**src/rtl/serial_subtractor_8bit.sv**
```systemverilog
// Bit-serial two's-complement subtractor (diff = a - b), one bit per clock, LSB first.
// Optional macro SUB_OVERFLOW_EN adds a signed-overflow output captured with the result.
module serial_subtractor_8bit #(
    parameter int WIDTH = 8
) (
    input  logic             clk,
    input  logic             rst,
    input  logic             in_valid,
    output logic             in_ready,
    input  logic [WIDTH-1:0] a,
    input  logic [WIDTH-1:0] b,
    output logic             out_valid,
    input  logic             out_ready,
    output logic [WIDTH-1:0] diff,
    output logic             borrow_out,
`ifdef SUB_OVERFLOW_EN
    output logic             overflow,
`endif
    output logic             busy
);
    localparam int CW = $clog2(WIDTH) + 1;

    typedef enum logic [1:0] {IDLE, RUN, DONE} state_t;

    state_t           state_q, state_d;
    logic [WIDTH-1:0] sa_q, sa_d, sb_q, sb_d, res_q, res_d, diff_q, diff_d;
    logic             br_q, br_d, bout_q, bout_d;
    logic [CW-1:0]    cnt_q, cnt_d;
    logic             x, y, dbit, last;

    assign x    = sa_q[0];
    assign y    = sb_q[0];
    assign dbit = x ^ y ^ br_q;
    assign last = (cnt_q == CW'(WIDTH - 1));

    always_ff @(posedge clk) begin
        if (rst) begin
            state_q <= IDLE;
            sa_q    <= '0;
            sb_q    <= '0;
            res_q   <= '0;
            diff_q  <= '0;
            br_q    <= 1'b0;
            bout_q  <= 1'b0;
            cnt_q   <= '0;
        end else begin
            state_q <= state_d;
            sa_q    <= sa_d;
            sb_q    <= sb_d;
            res_q   <= res_d;
            diff_q  <= diff_d;
            br_q    <= br_d;
            bout_q  <= bout_d;
            cnt_q   <= cnt_d;
        end
    end

    always_comb begin
        state_d = state_q;
        sa_d    = sa_q;
        sb_d    = sb_q;
        res_d   = res_q;
        diff_d  = diff_q;
        br_d    = br_q;
        bout_d  = bout_q;
        cnt_d   = cnt_q;
        case (state_q)
            IDLE: begin
                if (in_valid) begin
                    sa_d    = a;
                    sb_d    = b;
                    br_d    = 1'b0;
                    cnt_d   = '0;
                    state_d = RUN;
                end
            end
            RUN: begin
                sa_d  = sa_q >> 1;
                sb_d  = sb_q >> 1;
                res_d = {dbit, res_q[WIDTH-1:1]};
                br_d  = (~x & y) | (~(x ^ y) & br_q);
                cnt_d = cnt_q + CW'(1);
                // Output registers only load on completion, so partial results never show.
                if (last) begin
                    diff_d  = res_d;
                    bout_d  = br_d;
                    state_d = DONE;
                end
            end
            DONE: begin
                if (out_ready) state_d = IDLE;
            end
            default: state_d = IDLE;
        endcase
    end

`ifdef SUB_OVERFLOW_EN
    logic am_q, am_d, bm_q, bm_d, ovf_q, ovf_d;

    always_ff @(posedge clk) begin
        if (rst) begin
            am_q  <= 1'b0;
            bm_q  <= 1'b0;
            ovf_q <= 1'b0;
        end else begin
            am_q  <= am_d;
            bm_q  <= bm_d;
            ovf_q <= ovf_d;
        end
    end

    // The final serial bit is the result MSB.
    always_comb begin
        am_d  = am_q;
        bm_d  = bm_q;
        ovf_d = ovf_q;
        if (state_q == IDLE && in_valid) begin
            am_d = a[WIDTH-1];
            bm_d = b[WIDTH-1];
        end else if (state_q == RUN && last) begin
            ovf_d = (am_q != bm_q) && (dbit != am_q);
        end
    end

    assign overflow = ovf_q;
`endif

    assign in_ready   = (state_q == IDLE);
    assign out_valid  = (state_q == DONE);
    assign busy       = (state_q != IDLE);
    assign diff       = diff_q;
    assign borrow_out = bout_q;
endmodule

```
**config.mk**
```make
export PLATFORM = sky130hd
export DESIGN_NAME = serial_subtractor_8bit
export DESIGN_NICKNAME = d
export VERILOG_FILES = /design/src/rtl/serial_subtractor_8bit.sv
export SDC_FILE = /design/constraint.sdc
export NUM_CORES = 1
export LEC_CHECK = 0
export ABC_AREA = 1
export BUFFER_PORTS_ARGS = -buffer_cell sky130_fd_sc_hd__buf_2
export CAP_MARGIN = 20
export CORE_MARGIN = 10
export CORE_UTILIZATION = 54
export CTS_CLUSTER_SIZE = 8
export DETAILED_ROUTE_END_ITERATION = 16
export PLACE_DENSITY = 0.78
export SYNTH_ARGS = -nofsm -noshare
export SYNTH_HDL_FRONTEND = slang
export SYNTH_SLANG_ARGS = --single-unit
```
**constraint.sdc**
```tcl
create_clock -name clk -period 1.4 [get_ports clk]
set_input_delay 0.14 -clock clk [delete_from_list [all_inputs] [get_ports clk]]
set_output_delay 0.14 -clock clk [all_outputs]
set_load 0.02 [all_outputs]
```
==> metrics.cfg <==
[outcome]
outcome=finished, final reports clean

[logic_synthesis]
synth_area_leaders=dfxtp_1 46%, nand2_1 13%, nand3_1 10%
ys_warn_count=0
yosysTopAreaCell=dfxtp_1
syn-cell-area_mm2=0.00171
ys_seq_area_frac=0.457
ys_seq_elements=39
ys_async_sr_fraction=0
synth_ff_type=dfxtp_1
synthDistinctLibCells=23
syn_avg_cell_area_um2=6.91
synth_edf_count=0
yosysTopAreaCellShare=0.457
postSynthCellCount=247
synth_nets=269

[die]
design.die.area_mm2=0.00581
initial_utilization=0.564
ios=32
die_y_um=76.2
die-width_um=76.2
rows=20
core_region_area_mm2=0.00303

[timing]
clock_skew_ps=5.30
max_freq_ghz=0.763
hold_ws_ps=49.5
finalSetupViolCount=0
rsz0062_at_grt=no
drv_slew=0
period_minus_slack_ps=1310
worst_slack_ps=88.9
tns_ps=0
hold_violations=0
maxSlewHeadroom=0.838
fin_crit_sh=0.937
tightest_slew_ps=243

[global_route]
grt_usage=0.137
antenna_found_initial=0
busiest_layer=met2
grt_max_degree=21
grt_pass1_vias=1583
grt_use_met1=0.146
overflow=0
grtUsageMet3=0.0554
grt_pass1_wl_um=6710
use_met2=0.237

[clock_network]
clock_latency_ps=350
h-tree-depth=2
clock_sinks=39
cts_tree=built
clockRootBuffer=clkbuf_4
cts_buffers=5
cts_buffer_depth=2
holdBufCountCts=0
clkTransAtPathRegs_ps=110

[worst_setup_path]
cp-start-kind=flop
worst-setup-path-type=flop to output pin
end_kind=output pin
worstPathRequired_ps=1260
worstPathCellList=nor2_2 -> buf_6 -> inv_1 -> buf_2
cp_slowest_stage_delay_ps=360
cp.arrival_ps=1170
crit_family=flip-flops
critPathBufInv=3
worstPathMaxFanout=13
slowest_stage=dfxtp_2

[layout]
diodes=0
seq_area_um2=783
final_area_mm2=0.00207
multi_input_area_um2=762
drive_above_1_share=0.220
fin_nets=316
fillers=282
syn_to_final_growth_pct=21.4

[detailed_routing]
wl_per_cell_um=11.5
vias_per_cell=4.80
drc=0
vias=1627
wirelength_um=3880
ant_nets=0
dr.pass1.iters=4
drt_iter0_markers=110

[placement]
post_dp_cell_area_mm2=0.00196
place_ws_ps=169
io_buffers=31
place_hpwl_um=2780
gp_congestion=0.817

[pwr]
p_per_area_mw_per_mm2=1040
p_total_mw=2.16
cellLeakagePower_nw=1.01
irDropWorstVdd_mv=0.720

[worst_hold_path]
hold_class=input pin to flop

[flow_run]
cap_viol_max_count=0

[report_power, final]
part           switching (mW)  internal, mW  total [mW]
logic                   0.188         0.134       0.322
registers              0.0270          1.16        1.19
clock network           0.351         0.296       0.647
[worst register-to-register path: cells and delay by family, from the launching register on]
family | cells | cell delay, ps
adder cells (fa/ha/maj) | 1 | 410
flip-flops | 1 | 320
AND/OR/NAND/NOR | 1 | 300
AO/OA/AOI/OAI | 1 | 110
buffers and inverters | 1 | 50
[synth_stat cells, types with 2 or more instances]
cell	instances
a21oi_1	14
buf_2	2
buf_4	3
clkbuf_1	2
dfxtp_1	39
inv_1	27
nand2_1	60
nand2_2	2
nand3_1	35
nor2_1	41
nor2_2	2
o21ai_0	8
o21ai_1	2
[per-layer routing]
layer | up-vias | share of wire
li1 | 862 | -
met1 | 716 | 0.43
met2 | 41 | 0.49
met3 | 8 | 0.065
met4 | 0 | 0.020
met5 | - | 0
[timing repair]
item | in CTS | in global routing
resized for setup | 2 | 1
endpoints found under the setup margin | 2 | 3
setup buffers | 0 | 5
cloned | 0 | 0
[state kept, by name (all words and copies together), names as in the netlist]
signal	flops
sa_q	8
br_q	1
borrow_out	1
state_q	2
res_q	7
cnt_q	4
sb_q	8
diff	8
[placed cells by master (no fill, tap or decap), drive strengths merged]
master / netlist / routed
o21a: 1 / 1
buf: 7 / 49
o21ai: 10 / 10
inv: 28 / 28
ha: 1 / 1
or2: 1 / 1
nand2: 62 / 62
fa: 1 / 1
clkbuf: 2 / 8
nor2: 44 / 44
nand3: 35 / 35
dfxtp: 39 / 39
nor3: 1 / 1
a21oi: 14 / 14
clkinv: 1 / 1
[cell families after synthesis]
family	synth area share
adder cells (fa/ha/maj)	0.0191
AO/OA/AOI/OAI	0.0748
buffers and inverters	0.0960
AND/OR/NAND/NOR	0.353
flip-flops	0.457
[path summary, 6_finish.rpt]
check | startpoint | end | slack (ps) | cells after the start
max | state_q[1] | busy | 90 | 4
max reg2reg | sb_q[0] | br_q | 130 | 4
min reg2reg | res_q[4] | res_q[4] | 450 | 2
min | a[7] | sa_q[7] | 50 | 3
[cell type report]
class | count | share of cell area
flip-flops and latches | 39 | 0.378
repair buffers | 49 | 0.142
well taps | 44 | 0.0266
inverters | 29 | 0.0525
clock buffers | 8 | 0.0332
multi-input cells | 170 | 0.368
[metrics by stage]
stage,instances,util
after CTS,334,0.671
after global routing,339,0.684
after detailed placement,326,0.647
after floorplan,247,-
final,339,0.684
after global placement,326,0.647
(Power assumes the default switching activity.)
